[config.mk]
export PLATFORM = sky130hd
export DESIGN_NAME = decode_toggle_monitor_flat
export DESIGN_NICKNAME = d
export VERILOG_FILES = /design/src/rtl/decode_toggle_monitor_pkg.sv /design/src/rtl/decode_toggle_monitor_if.sv /design/src/rtl/decode_toggle_monitor_popcount_vec.sv /design/src/rtl/decode_toggle_monitor.sv /design/src/flat_wrapper.sv
export SDC_FILE = /design/constraint.sdc
export NUM_CORES = 1
export LEC_CHECK = 0
export BUFFER_PORTS_ARGS = -buffer_cell sky130_fd_sc_hd__buf_4
export CAP_MARGIN = 10
export CORE_MARGIN = 1
export CORE_UTILIZATION = 55
export CTS_BUF_LIST = sky130_fd_sc_hd__clkbuf_2
export DETAILED_ROUTE_END_ITERATION = 6
export PLACE_DENSITY = 0.84
export SYNTH_ARGS = -nofsm -noshare
export SYNTH_HDL_FRONTEND = slang
export SYNTH_SLANG_ARGS = --single-unit
[constraint.sdc]
create_clock -name clk -period 10.3 [get_ports clk]
set_clock_uncertainty 0.05 [all_clocks]
set_input_delay 0.515 -clock clk [delete_from_list [all_inputs] [get_ports clk]]
set_output_delay 0.515 -clock clk [all_outputs]
set_load 0.03 [all_outputs]
[src/rtl/decode_toggle_monitor_pkg.sv]
// Shared constants and state type for the decode toggle monitor.
// Holds default vector width, window length and the derived widths.
// No logic; imported by the monitor and its bench.
package decode_toggle_monitor_pkg;

    localparam int VEC_W   = 47;
    localparam int WIN_LEN = 256;
    // Accumulator sized to hold VEC_W*WIN_LEN exactly, so it can never wrap.
    localparam int ACC_W   = $clog2(VEC_W * WIN_LEN + 1);
    localparam int PK_W    = $clog2(VEC_W + 1);

    typedef enum logic {
        ACCUM = 1'b0,
        HOLD  = 1'b1
    } state_t;

endpackage

[src/rtl/decode_toggle_monitor_if.sv]
// Handshake bundle between decoder, toggle monitor and result consumer.
// Carries the sample stream (in_*) and the per-window result (out_*).
// slave = monitor side, master = surrounding environment side.
interface decode_toggle_monitor_if #(
    parameter int VEC_W = 47,
    parameter int ACC_W = 14,
    parameter int PK_W  = 6
);
    logic             in_valid;
    logic             in_ready;
    logic [VEC_W-1:0] in_vec;
    logic             out_valid;
    logic             out_ready;
    logic [ACC_W-1:0] out_toggles;
    logic [PK_W-1:0]  out_peak;

    modport slave (
        input  in_valid,
        input  in_vec,
        input  out_ready,
        output in_ready,
        output out_valid,
        output out_toggles,
        output out_peak
    );

    modport master (
        output in_valid,
        output in_vec,
        output out_ready,
        input  in_ready,
        input  out_valid,
        input  out_toggles,
        input  out_peak
    );
endinterface

[src/rtl/decode_toggle_monitor_popcount_vec.sv]
// Counts bits that differ between two vectors (popcount of a XOR b).
// Latency: purely combinational.
// Backpressure: none, no handshake.
// Ports: a, b (W bits) in; cnt ($clog2(W+1) bits) out.
module popcount_vec #(
    parameter int W  = 47,
    parameter int CW = $clog2(W + 1)
) (
    input  logic [W-1:0]  a,
    input  logic [W-1:0]  b,
    output logic [CW-1:0] cnt
);
    logic [W-1:0] diff;

    assign diff = a ^ b;

    always_comb begin
        cnt = '0;
        for (int i = 0; i < W; i++) begin
            cnt = cnt + CW'(diff[i]);
        end
    end
endmodule

[src/rtl/decode_toggle_monitor.sv]
// Measures bit toggles of a decoded vector stream over fixed-length windows.
// Latency: result registered, out_valid one cycle after the last window sample.
// Backpressure: in_ready low while a result waits for out_ready; nothing lost.
// Ports: clk, rst_n (async active-low); bus (slave) carries in_* and out_*.
module decode_toggle_monitor #(
    parameter int VEC_W   = decode_toggle_monitor_pkg::VEC_W,
    parameter int WIN_LEN = decode_toggle_monitor_pkg::WIN_LEN
) (
    input  logic                    clk,
    input  logic                    rst_n,
    decode_toggle_monitor_if.slave  bus
);
    import decode_toggle_monitor_pkg::*;

    localparam int ACC_W = $clog2(VEC_W * WIN_LEN + 1);
    localparam int PK_W  = $clog2(VEC_W + 1);
    localparam int CNT_W = $clog2(WIN_LEN);
    localparam logic [CNT_W-1:0] LAST_IDX = CNT_W'(WIN_LEN - 1);

    state_t           state;
    logic [VEC_W-1:0] prev;
    logic             first_seen;
    logic [ACC_W-1:0] acc;
    logic [PK_W-1:0]  peak;
    logic [CNT_W-1:0] cnt;
    logic [ACC_W-1:0] out_toggles_q;
    logic [PK_W-1:0]  out_peak_q;
    logic             out_valid_q;

    logic [PK_W-1:0]  raw_tog;
    logic [PK_W-1:0]  tog;
    logic             accept;
    logic [ACC_W-1:0] acc_nxt;
    logic [PK_W-1:0]  peak_nxt;

    popcount_vec #(.W(VEC_W), .CW(PK_W)) u_popcount (
        .a   (bus.in_vec),
        .b   (prev),
        .cnt (raw_tog)
    );

    assign bus.in_ready    = (state == ACCUM);
    assign bus.out_valid   = out_valid_q;
    assign bus.out_toggles = out_toggles_q;
    assign bus.out_peak    = out_peak_q;

    assign accept   = bus.in_valid && (state == ACCUM);
    // The very first sample after reset has nothing to compare against.
    assign tog      = first_seen ? raw_tog : '0;
    assign acc_nxt  = acc + ACC_W'(tog);
    assign peak_nxt = (tog > peak) ? tog : peak;

    always_ff @(posedge clk or negedge rst_n) begin
        if (!rst_n) begin
            state         <= ACCUM;
            prev          <= '0;
            first_seen    <= 1'b0;
            acc           <= '0;
            peak          <= '0;
            cnt           <= '0;
            out_toggles_q <= '0;
            out_peak_q    <= '0;
            out_valid_q   <= 1'b0;
        end else begin
            case (state)
                ACCUM: begin
                    if (accept) begin
                        // prev survives window boundaries on purpose.
                        prev       <= bus.in_vec;
                        first_seen <= 1'b1;
                        acc        <= acc_nxt;
                        peak       <= peak_nxt;
                        if (cnt == LAST_IDX) begin
                            out_toggles_q <= acc_nxt;
                            out_peak_q    <= peak_nxt;
                            out_valid_q   <= 1'b1;
                            state         <= HOLD;
                        end else begin
                            cnt <= cnt + 1'b1;
                        end
                    end
                end
                HOLD: begin
                    if (bus.out_ready) begin
                        acc         <= '0;
                        peak        <= '0;
                        cnt         <= '0;
                        out_valid_q <= 1'b0;
                        state       <= ACCUM;
                    end
                end
                default: state <= ACCUM;
            endcase
        end
    end
endmodule

[src/flat_wrapper.sv]
// flat-port wrapper written by rule: the top's interface ports become plain ports
module decode_toggle_monitor_flat import decode_toggle_monitor_pkg::*;
#(
    parameter int VEC_W   = decode_toggle_monitor_pkg::VEC_W,
    parameter int WIN_LEN = decode_toggle_monitor_pkg::WIN_LEN
)
  (clk, rst_n, bus_in_valid, bus_in_vec, bus_out_ready, bus_in_ready, bus_out_valid, bus_out_toggles, bus_out_peak);
  decode_toggle_monitor_if #(.VEC_W(VEC_W), .ACC_W(ACC_W), .PK_W(PK_W)) bus_i ();
  input  logic clk;
  input  logic rst_n;
  input wire logic [$bits(bus_i.in_valid)-1:0] bus_in_valid;
  input wire logic [$bits(bus_i.in_vec)-1:0] bus_in_vec;
  input wire logic [$bits(bus_i.out_ready)-1:0] bus_out_ready;
  output wire logic [$bits(bus_i.in_ready)-1:0] bus_in_ready;
  output wire logic [$bits(bus_i.out_valid)-1:0] bus_out_valid;
  output wire logic [$bits(bus_i.out_toggles)-1:0] bus_out_toggles;
  output wire logic [$bits(bus_i.out_peak)-1:0] bus_out_peak;
  assign bus_i.in_valid = bus_in_valid;
  assign bus_i.in_vec = bus_in_vec;
  assign bus_i.out_ready = bus_out_ready;
  assign bus_in_ready = bus_i.in_ready;
  assign bus_out_valid = bus_i.out_valid;
  assign bus_out_toggles = bus_i.out_toggles;
  assign bus_out_peak = bus_i.out_peak;
  decode_toggle_monitor #(.VEC_W(VEC_W), .WIN_LEN(WIN_LEN)) u_core (.clk(clk), .rst_n(rst_n), .bus(bus_i));
endmodule
==> impl_metrics.csv, run 1 <==
group,metric,value,unit
run_status,status,"finished clean",
final_layout,antenna_cells,0,
placement,io_buffers,72,
grt,grt_pass1_wl,21200,µm
final_layout,layout-drive-gt1-share,0.169,
setup_path,cp.required,10.70,ns
final_layout,layout.cells.non_filler,822,
grt,use_met1,0.314,
grt,grt_pass1_vias,4554,
grt,grtUsageTotal,0.238,
grt,grt_start_max_net_pins,59,
sta,min_period,7.58,ns
grt,met2_usage,0.392,
drt,drtPass1Iterations,7,
die,ioPinCount,73,
setup_path,critPathCaptureType,"flip-flop",
die,start_util,0.576,
setup_path,setup.worst_path.start_class,"flip-flop",
final_layout,fillCellCount,878,
sta,timing.final.ws_setup,2.72,ns
cts,postCtsSetupRepairBufs,0,
sta,max_slew_margin,0.426,
logic_synthesis,syn_inst,615,
sta,tns,0,ns
setup_path,crit_type,"reg -> reg",
die,dieArea,11400,µm²
logic_synthesis,synth.distinct_cells,45,
logic_synthesis,synth-edff-count,0,
grt,antenna_found_initial,0,
logic_synthesis,netlist_area,6030,µm²
die,die_h,107,µm
cts,cts_tree,"built",
grt,grtUsageMet3,0.0450,
drt,ant_nets,0,
final_layout,nets,793,
cts,clockBufferDepth,2,
final_layout,syn2layout_area_growth,12.6,%
cts,root_buffer,"clkbuf_2",
sta,finalSetupViolCount,0,
worst_hold_path,hold_class,"in -> reg",
die,core,10500,µm²
sta,drv_slew,0,
final_layout,mostFrequentLayoutCell,"nand2_1",
sta,worst_pin_slew,0.859,ns
setup_path,critPathArrivalTime,7.99,ns
logic_synthesis,ys_seq_area_frac,0.407,
drt,drt-initial-drc-count,196,
sta,max_freq,132,MHz
cts,clock_latency,0.53,ns
placement,place_ws,2.55,ns
final_layout,most-common-layout-cells,"188 x nand2_1, 98 x dfrtp_1, 76 x buf_4",
drt,via_count,4315,
logic_synthesis,ys_async_sr_fraction,1.00,
placement,gp_congestion,0.822,
logic_synthesis,synth-seq-cells,98,
drt,drt_drc_violations_left,0,
placement,hpwl,8970,µm
sta,rsz0062_at_grt,"false",
logic_synthesis,avgSynthCellArea,9.80,µm²
cts,ctsHtreeMaxLevel,3,
cts,post_cts_resized,0,
cts,cts_buffers,9,
grt,overflow,0,
cts,postCtsHoldBufs,1,
sta,finalCritPeriodShare,0.736,
sta,hold_violations,0,
setup_path,worstPathMaxFanout,9,
die,num_rows,37,
setup_path,reg2reg_slack,2.72,ns
drt,wirelength,12300,µm
cts,clk_pin_slew,0.24,ns
grt,busiest_layer,"met2",
logic_synthesis,ys.flop_type,"dfrtp_1",
placement,dp_cells,806,
die,die_w,107,µm
logic_synthesis,ys_warn_count,0,
cts,cts.sinks,98,
drt,vias_per_cell,5.25,
drt,wl_per_cell,14.9,µm
flow_run,cap_violations,0,
logic_synthesis,syn_nets,726,
[cell type report]
class | instances | area [µm²] | area share
clock inverters | 4 | 67.6 | 0.00995
flip-flops and latches | 98 | 2450 | 0.361
repair buffers | 77 | 581 | 0.0855
multi-input cells | 446 | 3280 | 0.482
well taps | 136 | 170 | 0.0251
inverters | 50 | 188 | 0.0276
clock buffers | 11 | 55.1 | 0.00811
[through the flow]
step                       util  hold slack [ns]  cell area (µm²)
after floorplan               -            0.169             6030
after global placement    0.636            0.412             6660
after detailed placement  0.636            0.416             6660
after CTS                 0.649           0.0680             6790
after global routing      0.649           0.0367             6790
final                     0.649            0.115             6790
[critical path, cell delays in order (launching register included)]
cell      delay (ns)
dfrtp_1         0.45
xor2_1          0.19
fa_1            0.56
inv_1           0.07
fa_1            0.51
fa_1            0.51
inv_1           0.05
fa_1            0.48
fa_1            0.57
inv_1           0.06
fa_1            0.50
fa_1            0.51
fa_1            0.47
fa_1            0.40
nand2b_1        0.17
a21oi_1         0.15
mux2i_1         0.40
ha_1            0.22
nand4_1         0.12
o21bai_4        0.21
a31oi_4         0.38
o21ai_1         0.23
a22o_1          0.25
[cell families (layout without fill, tap and decap cells)]
kind of cell | Yosys count | after routing | share of synthesized area
XOR/XNOR | 63 | 63 | 0.0915
multiplexers | 8 | 8 | 0.0133
AO/OA/AOI/OAI | 74 | 74 | 0.0948
buffers and inverters | 71 | 142 | 0.0517
AND/OR/NAND/NOR | 241 | 241 | 0.169
adder cells (fa/ha/maj) | 60 | 60 | 0.173
flip-flops | 98 | 98 | 0.407
[flip-flops by register name, summed over array words and instances, names as in the netlist]
signal / cells
u_core.peak: 6
u_core.cnt: 8
u_core.bus.out_toggles: 14
u_core.state: 1
u_core.bus.out_valid: 1
u_core.prev: 47
u_core.acc: 14
u_core.bus.out_peak: 6
u_core.first_seen: 1
[layer usage]
layer / vias to the layer above / wire, µm
met5: - / 0
met3: 23 / 466
li1: 2092 / -
met1: 2101 / 5390
met2: 99 / 6140
met4: 0 / 266
[synthesized netlist by cell type (2+ instances only)]
cell type	number	area share
nand2b_1	6	0.0062
xor2_1	39	0.057
buf_6	5	0.0093
o21ai_0	7	0.0058
and2_1	3	0.0031
a211oi_2	2	0.0041
ha_1	21	0.044
o21ai_2	13	0.019
inv_1	50	0.031
or3_1	5	0.0052
buf_2	6	0.0050
nand4_1	4	0.0041
and2_4	2	0.0029
clkbuf_1	9	0.0056
o21a_1	3	0.0037
xnor2_1	24	0.035
nor2b_1	4	0.0041
a21oi_1	11	0.0091
fa_1	39	0.13
nand3_1	7	0.0058
nand2_1	189	0.12
dfrtp_1	98	0.41
nand4_2	2	0.0041
mux2i_1	8	0.013
a31oi_1	6	0.0062
nor2_1	12	0.0075
o21ai_1	9	0.0075
a22o_1	10	0.015
o211ai_1	2	0.0025
and3_1	4	0.0041
[path summary, 6_finish.rpt]
| check | from | endpoint | cells after the start |
|---|---|---|---|
| max | u_core.prev[17] | u_core.peak[3] | 22 |
| min | bus_out_ready | u_core.state | 2 |
| max reg2reg | u_core.prev[17] | u_core.peak[3] | 22 |
| min reg2reg | u_core.bus.out_toggles[8] | u_core.bus.out_toggles[8] | 2 |
| max in group asynchronous | rst_n | u_core.cnt[7] | 3 |
| min in group asynchronous | rst_n | u_core.acc[12] | 2 |
Power of run 1 is left out: the tool's default activity adds up to more than one toggle a clock period on the data nets, which glitch-free logic cannot reach.
==> run 2: changes to the inputs <==
--- a/config.mk
+++ b/config.mk
@@ -5,13 +5,14 @@
 export SDC_FILE = /design/constraint.sdc
 export NUM_CORES = 1
 export LEC_CHECK = 0
+export ABC_AREA = 1
 export BUFFER_PORTS_ARGS = -buffer_cell sky130_fd_sc_hd__buf_4
 export CAP_MARGIN = 10
 export CORE_MARGIN = 1
 export CORE_UTILIZATION = 55
 export CTS_BUF_LIST = sky130_fd_sc_hd__clkbuf_2
 export DETAILED_ROUTE_END_ITERATION = 6
-export PLACE_DENSITY = 0.84
+export PLACE_DENSITY = 0.87
 export SYNTH_ARGS = -nofsm -noshare
 export SYNTH_HDL_FRONTEND = slang
 export SYNTH_SLANG_ARGS = --single-unit
==> constraint.sdc (replaced) <==
create_clock -name clk -period 6.7 [get_ports clk]
set_clock_uncertainty 0.05 [all_clocks]
set_input_delay 0.335 -clock clk [delete_from_list [all_inputs] [get_ports clk]]
set_output_delay 0.335 -clock clk [all_outputs]
set_load 0.03 [all_outputs]
==> run 2 against run 1 <==
Net effect:
- the flow now finishes with violations (setup timing)
- die area rose by 2.7%
- register-to-register slack lost 2.8 ns
- routed wire length increased by 20%
- worst setup slack lost 2.8 ns
- cell area grew 18%
- sequential share of layout area shrank 5.5 points
- first-iteration DRC count increased by 32%
- maximum frequency rose by 11%
- core utilization is 8.6 points higher
- via count increased by 22%
- cell count increased by 23%
- flip-flop and latch count did not move
- critical path type unchanged
==> impl_metrics.csv, run 2 <==
group,metric,value,unit
final_layout,layout-drive-gt1-share,0.242,
sta,drv_slew,0,
sta,finalCritPeriodShare,1.02,
drt,drtPass1Iterations,5,
placement,io_buffers,72,
die,start_util,0.569,
logic_synthesis,synth_top_area_frac,0.396,
sta,timing.final.ws_setup,-0.127,ns
cts,root_buffer,"clkbuf_2",
cts,cts_buffers,9,
run_status,failed_checks,"setup timing",
die,die_w,108,µm
flow_run,cap_violations,0,
setup_path,worstPathMaxFanout,3,
final_layout,fillCellCount,763,
logic_synthesis,ys_seq_area_frac,0.396,
logic_synthesis,synthTopCellsByCount,"292 x nand2_1, 98 x dfrtp_1, 84 x inv_1",
logic_synthesis,synthAdderAreaFrac,0.168,
drt,via_count,5249,
setup_path,cp_slowest_cell,"fa_1",
placement,dp_cells,942,
placement,gp_congestion,0.889,
grt,use_met1,0.302,
cts,cts_tree,"built",
sta,max_freq,146,MHz
final_layout,syn2layout_area_growth,29.1,%
final_layout,top_register,"u_core.prev",
grt,antenna_found_initial,0,
setup_path,path_delay_family,"adder cells",
run_status,status,"finished with violations",
logic_synthesis,ys_warn_count,0,
logic_synthesis,syn_nets,847,
grt,grtUsageMet3,0.0494,
cts,ctsHtreeMaxLevel,3,
final_layout,mostFrequentLayoutCell,"nand2_1",
final_layout,layout.cells.non_filler,1012,
setup_path,cp_slowest_stage_delay,0.57,ns
drt,vias_per_cell,5.19,
cts,cts.sinks,98,
sta,rsz0062_at_grt,"true",
grt,grtUsageTotal,0.255,
sta,max_slew_margin,0.426,
placement,place_ws,-0.368,ns
final_layout,final_util,0.735,
setup_path,critPathCaptureType,"flip-flop",
sta,finalSetupViolCount,12,
logic_synthesis,ys_async_sr_fraction,1.00,
cts,clock_latency,0.60,ns
logic_synthesis,netlist_area,6200,µm²
die,num_rows,38,
sta,worst_pin_slew,0.861,ns
drt,ant_nets,0,
grt,grt_start_max_net_pins,69,
setup_path,critPathArrivalTime,7.28,ns
setup_path,worstSetupStartpoint,"u_core.prev[29]",
logic_synthesis,synth_xor_area_frac,0.0707,
drt,wirelength,14800,µm
die,core,10900,µm²
setup_path,crit_type,"reg -> reg",
drt,wl_per_cell,14.6,µm
grt,overflow,0,
logic_synthesis,yosys-top-cells-area,"dfrtp_1 40%, nand2_1 18%, fa_1 13%, inv_1 5.1%, nand3_1 4.6%",
logic_synthesis,synth_top_family_by_area,"simple AND/OR/NAND/NOR gates",
logic_synthesis,synth.distinct_cells,31,
sta,tns,-1.01,ns
logic_synthesis,synth-seq-cells,98,
final_layout,largest_register_ffs,47,
sta,hold_violations,0,
logic_synthesis,avgSynthCellArea,8.42,µm²
setup_path,crit_buf_inv,6,
worst_hold_path,hold_class,"in -> async",
die,die_h,108,µm
logic_synthesis,synth-simple-area-share,0.265,
logic_synthesis,muxShareOfSynthArea,0,
cts,clk_pin_slew,0.26,ns
grt,grt_pass1_vias,5080,
drt,drt_drc_violations_left,0,
sta,min_period,6.83,ns
final_layout,antenna_cells,0,
setup_path,reg2reg_slack,-0.13,ns
setup_path,timing.rr.end,"u_core.peak[0]",
logic_synthesis,ys.flop_type,"dfrtp_1",
final_layout,most-common-layout-cells,"271 x nand2_1, 98 x dfrtp_1, 85 x buf_4",
logic_synthesis,synth.most_common_cell,"nand2_1",
setup_path,reg2reg_depth,28,
logic_synthesis,synth_area_leader_cell,"dfrtp_1",
placement,hpwl,9140,µm
die,ioPinCount,73,
final_layout,nets,978,
grt,busiest_layer,"met2",
setup_path,cp.required,7.16,ns
grt,met2_usage,0.455,
grt,grt_pass1_wl,22900,µm
logic_synthesis,synth-edff-count,0,
setup_path,setup.worst_path.start_class,"flip-flop",
die,dieArea,11700,µm²
drt,drt-initial-drc-count,258,
setup_path,crit_path_frequent_cell,"fa_1",
cts,clockBufferDepth,2,
setup_path,r2r-start,"u_core.prev[29]",
logic_synthesis,synth-compound-area-share,0.0291,
logic_synthesis,syn_inst,736,
[run 2: cells by family (layout without fill, tap and decap cells)]
kind of cell	count (synthesis)	count (layout)
compound gates	31	31
xor+xnor	50	50
fa+ha+maj	60	60
buf+inv	107	243
flops	98	98
simple gates	390	390
[run 2: per-stage QoR]
step,hold WS [ns],cell area (µm²)
CTS,0.0746,7510
detailed placement,0.241,6900
global placement,0.237,6900
global route,0.111,8000
finish,0.111,8000
floorplan,-0.0106,6200
[run 2: per-layer routing]
layer	share of wire	routed length [µm]	up-vias
met1	0.38	5620	2557
met4	0.028	419	0
met5	0	0	-
met3	0.045	658	36
met2	0.55	8060	151
li1	-	-	2505
[run 2: final cells by class]
type,instances,area (µm²),area share
flip-flops and latches,98,2450,0.307
multi-input cells,531,3780,0.473
well taps,140,175,0.0219
clock inverters,4,18.8,0.00235
clock buffers,12,60.1,0.00751
inverters,90,347,0.0433
repair buffers,137,1160,0.145
[run 2: timing repair]
action / CTS / global route
hold buffers: 49 / 0
endpoints found under the hold margin: 79 / 0
endpoints found under the setup margin: 34 / 34
resized for setup: 16 / 100
pin swaps: 14 / 47
setup buffers: 0 / 5
[run 2: how the worst max path moves through the flow]
stage                             end  slack [ns]  depth (start not counted)
2_1_floorplan           u_core.acc[6]        0.09                         22
3_3_place_gp           u_core.peak[4]       -0.14                         30
3_5_place_dp   u_core.bus.out_peak[4]       -0.37                         29
4_1_cts                u_core.peak[2]       0.001                         28
5_1_grt                u_core.peak[0]       -0.33                         26
6_report               u_core.peak[0]       -0.13                         28
Power of run 2 is left out for the same reason.
==> run 3: changes to the inputs <==
--- a/config.mk
+++ b/config.mk
@@ -12,7 +12,7 @@
 export CORE_UTILIZATION = 55
 export CTS_BUF_LIST = sky130_fd_sc_hd__clkbuf_2
 export DETAILED_ROUTE_END_ITERATION = 6
-export PLACE_DENSITY = 0.87
+export PLACE_DENSITY = 0.78
 export SYNTH_ARGS = -nofsm -noshare
 export SYNTH_HDL_FRONTEND = slang
 export SYNTH_SLANG_ARGS = --single-unit
==> run 3 against run 2 <==
Net effect:
- the flow still finishes with violations (setup timing)
- cell count down 0.20%
- worst setup slack improved by 0.11 ns
- first-iteration DRC count increased by 7.8%
- highest routed layer unchanged
==> impl_metrics.csv, run 3 (synthesized netlist as in run 2, its figures left out) <==
group,metric,value,unit
run_status,status,"finished with violations",
run_status,failed_checks,"setup timing",
cts,ctsHtreeMaxLevel,3,
sta,max_freq,149,MHz
placement,gp_congestion,0.922,
final_layout,largest_register_ffs,47,
grt,overflow,0,
setup_path,crit_type,"reg -> reg",
grt,grt_start_max_net_pins,66,
sta,finalSetupViolCount,4,
placement,io_buffers,72,
grt,grtUsageTotal,0.252,
sta,worst_pin_slew,0.744,ns
sta,rsz0062_at_grt,"true",
die,start_util,0.569,
sta,min_period,6.72,ns
cts,clock_latency,0.63,ns
final_layout,mostFrequentLayoutCell,"nand2_1",
die,die_h,108,µm
cts,cts_tree,"built",
drt,wl_per_cell,13.8,µm
drt,drt-initial-drc-count,278,
die,ioPinCount,73,
setup_path,r2r-start,"u_core.prev[35]",
worst_hold_path,hold_class,"in -> async",
sta,max_slew_margin,0.504,
setup_path,cp_slowest_stage_delay,0.58,ns
cts,cts_buffers,9,
final_layout,top_register,"u_core.prev",
cts,clockBufferDepth,2,
final_layout,nets,976,
sta,hold_violations,0,
die,die_w,108,µm
sta,whs,0.112,ns
cts,cts.sinks,98,
setup_path,reg2reg_slack,-0.02,ns
placement,hpwl,9400,µm
final_layout,final_area,7970,µm²
grt,grt_pass1_wl,22800,µm
die,num_rows,38,
sta,tns,-0.0299,ns
setup_path,critPathArrivalTime,7.19,ns
drt,via_count,5183,
flow_run,cap_violations,0,
die,core,10900,µm²
sta,timing.final.ws_setup,-0.0162,ns
setup_path,critPathCaptureType,"flip-flop",
drt,wirelength,14000,µm
drt,ant_nets,0,
drt,drt_drc_violations_left,0,
cts,clk_pin_slew,0.29,ns
die,dieArea,11700,µm²
cts,root_buffer,"clkbuf_2",
placement,place_ws,-0.349,ns
sta,finalCritPeriodShare,1.00,
final_layout,antenna_cells,0,
setup_path,reg2reg_depth,28,
placement,dpl_cell_area,6900,µm²
setup_path,setup.worst_path.start_class,"flip-flop",
final_layout,layout-drive-gt1-share,0.222,
final_layout,syn2layout_area_growth,28.6,%
setup_path,cp_slowest_cell,"fa_1",
setup_path,cp.required,7.17,ns
setup_path,timing.rr.end,"u_core.peak[2]",
drt,drtPass1Iterations,5,
grt,grt_pass1_vias,5240,
final_layout,most-common-layout-cells,"271 x nand2_1, 98 x dfrtp_1, 81 x buf_4",
grt,antenna_found_initial,0,
sta,drv_slew,0,
setup_path,crit_path_frequent_cell,"fa_1",
drt,vias_per_cell,5.13,
setup_path,worstPathMaxFanout,3,
run 3: metrics by stage:
step | cells | utilization
after floorplan | 736 | -
after detailed placement | 943 | 0.634
after global placement | 943 | 0.634
final | 1010 | 0.732
after CTS | 1008 | 0.700
after global routing | 1010 | 0.732
run 3: cell type report:
type                            count  area, µm²
Fill cell                         764       2920
Clock inverter                      7        131
Multi-Input combinational cell    531       3660
Timing Repair Buffer              135       1150
Inverter                           90        344
Clock buffer                        9       45.0
Sequential cell                    98       2450
Tap cell                          140        175
run 3: repair_timing:
item | CTS | global route
endpoints found under the setup margin | 34 | 36
pin swaps | 7 | 30
setup buffers | 0 | 2
endpoints found under the hold margin | 87 | 0
hold buffers | 49 | 0
gates resized for setup | 14 | 82
run 3: worst max-delay path by stage:
stage          slack [ns]       startpoint  depth (start not counted)                endpoint
3_5_place_dp        -0.35   bus_in_vec[17]                         30  u_core.bus.out_peak[4]
6_report            -0.02  u_core.prev[35]                         28          u_core.peak[2]
3_3_place_gp        -0.18   bus_in_vec[17]                         30          u_core.peak[5]
2_1_floorplan        0.09  u_core.prev[17]                         22           u_core.acc[6]
5_1_grt             -0.32  u_core.prev[35]                         29          u_core.peak[4]
4_1_cts              0.02  u_core.prev[23]                         28          u_core.peak[2]
run 3: worst max-delay path, delay by kind of cell, from the launching register on:
| family | cells | cell delay (ns) |
|---|---|---|
| adders and majority gates | 10 | 4.63 |
| and+or+nand+nor | 10 | 0.82 |
| DFF | 1 | 0.48 |
| buffers and inverters | 6 | 0.40 |
| xor gates and xnor gates | 1 | 0.17 |
| AOI/OAI and AO/OA | 1 | 0.08 |
run 3: per-layer routing:
layer	global-route usage	routed length [µm]	vias to the layer above
li1	-	-	2509
met1	0.303	5750	2514
met2	0.445	7330	135
met3	0.0476	588	25
met4	0.0998	302	0
met5	0	0	-
Power of run 3 is left out for the same reason.
